File: src/rtl/bp_pkg.sv
// Shared definitions for the branch predictor: operating modes and the
// saturating-counter helpers used by the pattern history table.
package bp_pkg;

  typedef enum logic [1:0] {
    BP_STATIC  = 2'd0,
    BP_BIMODAL = 2'd1,
    BP_GSHARE  = 2'd2
  } bp_mode_e;

  // Weakly not-taken: one below the taken threshold (0 for 1-bit counters).
  function automatic int unsigned cnt_init(input int unsigned cnt_w);
    return (32'd1 << (cnt_w - 32'd1)) - 32'd1;
  endfunction

  function automatic int unsigned sat_step(input int unsigned cnt,
                                           input logic        up,
                                           input int unsigned cnt_w);
    int unsigned max_v;
    max_v = (32'd1 << cnt_w) - 32'd1;
    if (up) begin
      return (cnt >= max_v) ? max_v : cnt + 32'd1;
    end
    return (cnt == 32'd0) ? 32'd0 : cnt - 32'd1;
  endfunction

endpackage

File: src/rtl/bp_pht.sv
// Pattern history table: array of saturating counters with one
// combinational read port and one clocked saturating update port.
module bp_pht
  import bp_pkg::*;
#(
  parameter int IDX_W = 4,
  parameter int CNT_W = 2
) (
  input  logic             clk,
  input  logic             arst,
  input  logic [IDX_W-1:0] rd_idx_i,
  output logic [CNT_W-1:0] rd_cnt_o,
  input  logic             wr_en_i,
  input  logic [IDX_W-1:0] wr_idx_i,
  input  logic             wr_up_i
);

  localparam int DEPTH = 1 << IDX_W;
  localparam logic [CNT_W-1:0] INIT = CNT_W'(cnt_init(CNT_W));

  logic [CNT_W-1:0] cnt_q [DEPTH];
  logic [CNT_W-1:0] cnt_d [DEPTH];

  // No write-to-read bypass: a same-cycle lookup sees the pre-update value.
  assign rd_cnt_o = cnt_q[rd_idx_i];

  always_comb begin
    cnt_d = cnt_q;
    if (wr_en_i) begin
      cnt_d[wr_idx_i] = CNT_W'(sat_step(32'(cnt_q[wr_idx_i]), wr_up_i, CNT_W));
    end
  end

  always_ff @(posedge clk or posedge arst) begin
    if (arst) begin
      for (int i = 0; i < DEPTH; i++) begin
        cnt_q[i] <= INIT;
      end
    end else begin
      cnt_q <= cnt_d;
    end
  end

endmodule

File: src/rtl/branch_prediction_unit.sv
// Dynamic branch predictor: ID-stage lookup, EX-stage training,
// mispredict flush generation and resolved-branch statistics.
module branch_prediction_unit
  import bp_pkg::*;
#(
  parameter int PC_W   = 32,
  parameter int IDX_W  = 4,
  parameter int CNT_W  = 2,
  parameter int HIST_W = 4,
  parameter int MODE   = 1,
  parameter int STAT_W = 32
) (
  input  logic              clk,
  input  logic              arst,
  input  logic [PC_W-1:0]   id_pc,
  output logic              id_predict_taken,
  output logic [IDX_W-1:0]  id_index,
  input  logic              ex_valid,
  input  logic [IDX_W-1:0]  ex_index,
  input  logic              ex_predicted,
  input  logic              ex_taken,
  output logic              flush_id_ex,
  input  logic              stat_clear,
  output logic [STAT_W-1:0] stat_branches,
  output logic [STAT_W-1:0] stat_mispredicts
);

  localparam bit IS_STATIC = (MODE == int'(BP_STATIC));
  localparam bit IS_GSHARE = (MODE == int'(BP_GSHARE));

  logic [HIST_W-1:0] ghr_q, ghr_d;
  logic [STAT_W-1:0] branches_q, branches_d;
  logic [STAT_W-1:0] mispredicts_q, mispredicts_d;
  logic [IDX_W-1:0]  lookup_idx;
  logic [CNT_W-1:0]  rd_cnt;
  logic              unused_pc;

  assign unused_pc = ^{id_pc[PC_W-1:IDX_W+2], id_pc[1:0]};

  always_comb begin
    lookup_idx = id_pc[IDX_W+1:2];
    if (IS_GSHARE) begin
      lookup_idx = lookup_idx ^ IDX_W'(ghr_q);
    end
  end

  assign id_index         = lookup_idx;
  assign id_predict_taken = IS_STATIC ? 1'b0 : rd_cnt[CNT_W-1];

  // ex_valid qualifies ex_index/ex_predicted/ex_taken for exactly one cycle;
  // there is no backpressure, every asserted cycle is one resolved branch.
  assign flush_id_ex = ex_valid & (ex_predicted != ex_taken);

  bp_pht #(
    .IDX_W(IDX_W),
    .CNT_W(CNT_W)
  ) u_pht (
    .clk      (clk),
    .arst     (arst),
    .rd_idx_i (lookup_idx),
    .rd_cnt_o (rd_cnt),
    .wr_en_i  (ex_valid && !IS_STATIC),
    .wr_idx_i (ex_index),
    .wr_up_i  (ex_taken)
  );

  always_comb begin
    ghr_d = ghr_q;
    if (IS_GSHARE && ex_valid) begin
      ghr_d = HIST_W'({ghr_q, ex_taken});
    end
  end

  always_comb begin
    branches_d    = branches_q;
    mispredicts_d = mispredicts_q;
    if (stat_clear) begin
      branches_d    = '0;
      mispredicts_d = '0;
    end else begin
      if (ex_valid && !(&branches_q)) begin
        branches_d = branches_q + STAT_W'(1);
      end
      if (flush_id_ex && !(&mispredicts_q)) begin
        mispredicts_d = mispredicts_q + STAT_W'(1);
      end
    end
  end

  always_ff @(posedge clk or posedge arst) begin
    if (arst) begin
      ghr_q         <= '0;
      branches_q    <= '0;
      mispredicts_q <= '0;
    end else begin
      ghr_q         <= ghr_d;
      branches_q    <= branches_d;
      mispredicts_q <= mispredicts_d;
    end
  end

  assign stat_branches    = branches_q;
  assign stat_mispredicts = mispredicts_q;

endmodule

File: config.mk
export PLATFORM = sky130hd
export DESIGN_NAME = branch_prediction_unit
export DESIGN_NICKNAME = d
export VERILOG_FILES = /design/src/rtl/bp_pkg.sv /design/src/rtl/bp_pht.sv /design/src/rtl/branch_prediction_unit.sv
export SDC_FILE = /design/constraint.sdc
export NUM_CORES = 1
export LEC_CHECK = 0
export CAP_MARGIN = 20
export CORE_MARGIN = 8
export CORE_UTILIZATION = 45
export DETAILED_ROUTE_END_ITERATION = 10
export PLACE_DENSITY_LB_ADDON = 0.05
export SETUP_SLACK_MARGIN = 0.05
export SLEW_MARGIN = 25
export SYNTH_ARGS = -nofsm -noshare
export SYNTH_HDL_FRONTEND = slang
export SYNTH_SLANG_ARGS = --single-unit
File: constraint.sdc
create_clock -name clk -period 2.7 [get_ports clk]
set_input_delay 0.27 -clock clk [delete_from_list [all_inputs] [get_ports clk]]
set_output_delay 0.27 -clock clk [all_outputs]
set_load 0.02 [all_outputs]
==> impl_summary.log <==
[metrics] share of layout cells above drive strength 1: 0.193
[metrics] fraction of synthesis flops using an asynchronous set or reset pin: 1.00
[metrics] count of H-tree levels built during CTS: 3
[metrics] number of antenna violations at the first check in global routing: 0
[metrics] wire length of the first global-routing pass: ~23 mm
[metrics] die span in x: roughly 130 um
[metrics] maximum fanout along the worst path: 5
[metrics] DRC violations left: 0
[metrics] Final setup violation count: 0
[metrics] number of enable-type register cells in the synthesized netlist: 0
[metrics] Placeable Area: approximately 0.012 mm^2
[metrics] series of cell instances along the critical path: clkdlybuf4s50_1 -> buf_4 -> mux4_2 -> mux4_2 -> dlygate4sd2_1
[metrics] count of synthesis-stage warnings from yosys: 0
[metrics] Port-buffer cells: 83
[metrics] slowest stage cell, crit path: mux4_2
[metrics] total routing usage reported by global routing: 0.180
[metrics] Register-to-Register Path Depth: 6
[metrics] insertion delay of the later-clocked pin in the worst-skew pair: 0.35 ns
[metrics] reported leakage power: roughly 2.5 nW
[metrics] total clock buffers created by CTS: 9
[metrics] commonest cells in the synthesized netlist: 80 x dfrtp_1, 56 x a21oi_1, 37 x o31ai_1
[metrics] CTS Hold Buffers Added: 0
[metrics] kind of start point of the critical path: input pin
[metrics] vias in the first global route: 4489
[metrics] top cells by area, synth: dfrtp_1 37%, dfstp_2 7.8%, mux2_2 6.7%, a21oi_1 5.2%, o31ai_1 5.2%
[metrics] DRC violation total after the first TritonRoute iteration: 309
[metrics] HPWL Detailed: 9.84 mm
[metrics] aggregate global routing overflow: 0
[metrics] setup TNS after final layout: 0 ns
[metrics] required time at the endpoint of the critical path: 2.43 ns
[metrics] full die area: ~0.016 mm^2
[metrics] setup repair bufs after CTS: 0
[metrics] Mapped Cells: 521
[metrics] Post-Route Skew: 0.00808 ns
[metrics] IR Drop Worst-Case VDD: roughly 0.23 mV
[metrics] outcome: completed
[metrics] cell taking the most area after synthesis: dfrtp_1
[metrics] Maximum Capacitance Violations: 0
[metrics] crit path launch: id_pc[2]
[metrics] kind of capture point of the worst setup path: output pin
[metrics] type of the worst min-delay path: input pin to asynchronous set/reset pin
[metrics] Area Overhead vs Synth: 25.5%
[metrics] CTS tree: built
[metrics] Syn Area/Cell: 10.3 um^2
[metrics] routed wirelength normalized by instance count: 18.3 um
[metrics] number of nets with antenna violations after routing: 0
[metrics] time the final worst path needs with I/O delays and setup: 2.45 ns
[metrics] Final Slew Violations: 0
[metrics] final count of hold timing violations: 0
[metrics] maximum clock insertion buffer count: 2
[metrics] vertical die dimension: 125 um
[metrics] Starting Density: 0.454
[metrics] minimum setup slack among reg-to-reg paths: 0.36 ns
[metrics] detailed-route vias per instance: just over 6
[metrics] Routed Wire Length: 13.9 mm
[metrics] site row count: 40
[metrics] post-synthesis cell area: between 0.005 and 0.006 mm^2
[metrics] normalized max-slew margin: 0.516
[metrics] CTS root buf: clkbuf_16
[metrics] weighted congestion at the end of routability-driven global placement: 0.827
[metrics] launching point of the worst reg2reg path: stat_branches[0]
[metrics] total number of clock tree sinks: 96
[metrics] most used standard cell by instance count after synthesis: dfrtp_1
[metrics] share of the yosys chip area belonging to registers: 0.450
[metrics] detailed-router iteration count before antenna repair: 5
[metrics] longest individual stage delay on the worst path: about 0.50 ns
[metrics] Worst Hold Slack: 0.310 ns
[metrics] count of state elements after synthesis: 96
[metrics] Post-layout nets: 654
[metrics] type of the worst setup path: input pin to output pin
[metrics] capture instance of the worst register-to-register path: stat_branches[30]
[metrics] Synth Net Count: 565
[metrics] most frequently used flop master after synthesis: dfrtp_1
[metrics] fill count: around 1100
[metrics] largest net degree at the start of global routing: 54
[metrics] measured slew at the worst slew-check pin: 0.719 ns
[metrics] via count: 4620
[metrics] # diodes: 0
[metrics] Reg clk slew, reported paths: 0.07 ns
[metrics] pwr dens: 528 mW/mm^2
[metrics] post-synth top area share: 0.372
[metrics] cts repair resizes: 1
[metrics] endpoint of the most critical setup path: id_predict_taken
[metrics] arrival time worst endpoint: 2.18 ns
[metrics] period utilisation layout: 0.907
[metrics] number of primary I/O pins: 112
[metrics] setup repair after global routing missed its margin: false
[metrics] most frequent cell on the critical path: mux4_2
[metrics] Unique masters post-synth: 50
[metrics] Fmax achieved: 0.408 GHz
[layer usage]
| metal | track usage | wire length (um) | part of all wire | up-vias |
|---|---|---|---|---|
| li1 | - | - | - | 2207 |
| met1 | 0.241 | 6420 | 0.46 | 2297 |
| met2 | 0.277 | 6570 | 0.47 | 102 |
| met3 | 0.0455 | 747 | 0.054 | 14 |
| met4 | 0.0573 | 172 | 0.012 | 0 |
| met5 | 0 | 0 | 0 | - |
[cell usage in the layout, fill, tap and decap left out, drive strengths merged, types with 3 or more instances in the layout]
cell / netlist / routed
a21oi: 56 / 56
a31oi: 3 / 3
and3: 8 / 8
and4: 6 / 6
buf: 15 / 28
clkbuf: 17 / 9
clkdlybuf4s50: 0 / 81
clkinvlp: 0 / 4
dfrtp: 80 / 80
dfstp: 16 / 16
inv: 10 / 10
mux2: 33 / 33
mux4: 13 / 13
nand2: 31 / 31
nand3: 31 / 31
nand3b: 3 / 3
nand4: 25 / 25
nor2: 23 / 23
nor3: 5 / 5
nor4: 7 / 7
o21ai: 16 / 16
o31ai: 38 / 38
or3: 21 / 21
or4: 37 / 37
xnor2: 4 / 4
[report_power, final]
part           switching, W  internal, W  total (W)  leakage (nW)
registers         0.0000922      0.00166    0.00175          1.28
logic              0.000237     0.000291   0.000528          1.10
clock network      0.000575     0.000718    0.00129         0.138
total              0.000904      0.00267    0.00357          2.51
[sequential cells by signal, indices dropped and copies added (netlist names)]
name and count:
stat_branches 32, stat_mispredicts 32, u_pht.cnt_q 32
[area by class of cell]
| cell class | count | area (um^2) | area share |
|---|---|---|---|
| repair buffers | 110 | 1060 | 0.158 |
| clock inverters | 7 | 71.3 | 0.0106 |
| multi-input cells | 383 | 2750 | 0.407 |
| inverters | 10 | 41.3 | 0.00611 |
| flip-flops and latches | 96 | 2420 | 0.358 |
| clock buffers | 9 | 225 | 0.0333 |
| well taps | 147 | 184 | 0.0272 |
[how the worst min path moves through the flow]
stage | to | slack, ns
6_report | stat_branches[31] | 0.31
3_5_place_dp | u_pht.cnt_q[25] | 0.52
3_3_place_gp | u_pht.cnt_q[15] | 0.51
5_1_grt | stat_branches[31] | 0.35
2_1_floorplan | u_pht.cnt_q[25] | 0.49
4_1_cts | stat_branches[31] | 0.32
[per-stage QoR]
step           instances   util  power, W  setup slack (ns)  area, um^2
6_report             762  0.570   0.00357             0.250        6760
5_1_grt              762  0.570   0.00373             0.190        6760
4_1_cts              762  0.570   0.00362             0.225        6760
2_1_floorplan        521      -   0.00216             0.343        5390
3_5_place_dp         746  0.545   0.00232           0.00813        6460
3_3_place_gp         746  0.545   0.00229            0.0244        6460
[cells by family after synthesis]
logic type,count (synthesis),share of synthesized area
muxes,47,0.127
adders and majority gates,4,0.00882
xor gates and xnor gates,6,0.00975
DFF,96,0.450
buffers and inverters,42,0.0399
and+or+nand+nor,208,0.234
AOI/OAI and AO/OA,118,0.132
[critical path: cells and delay by family]
kind                   cells  cell delay, ns
multiplexers               2            0.96
buffers and inverters      3            0.94
Note: power is estimated with default switching activity, not from simulation.
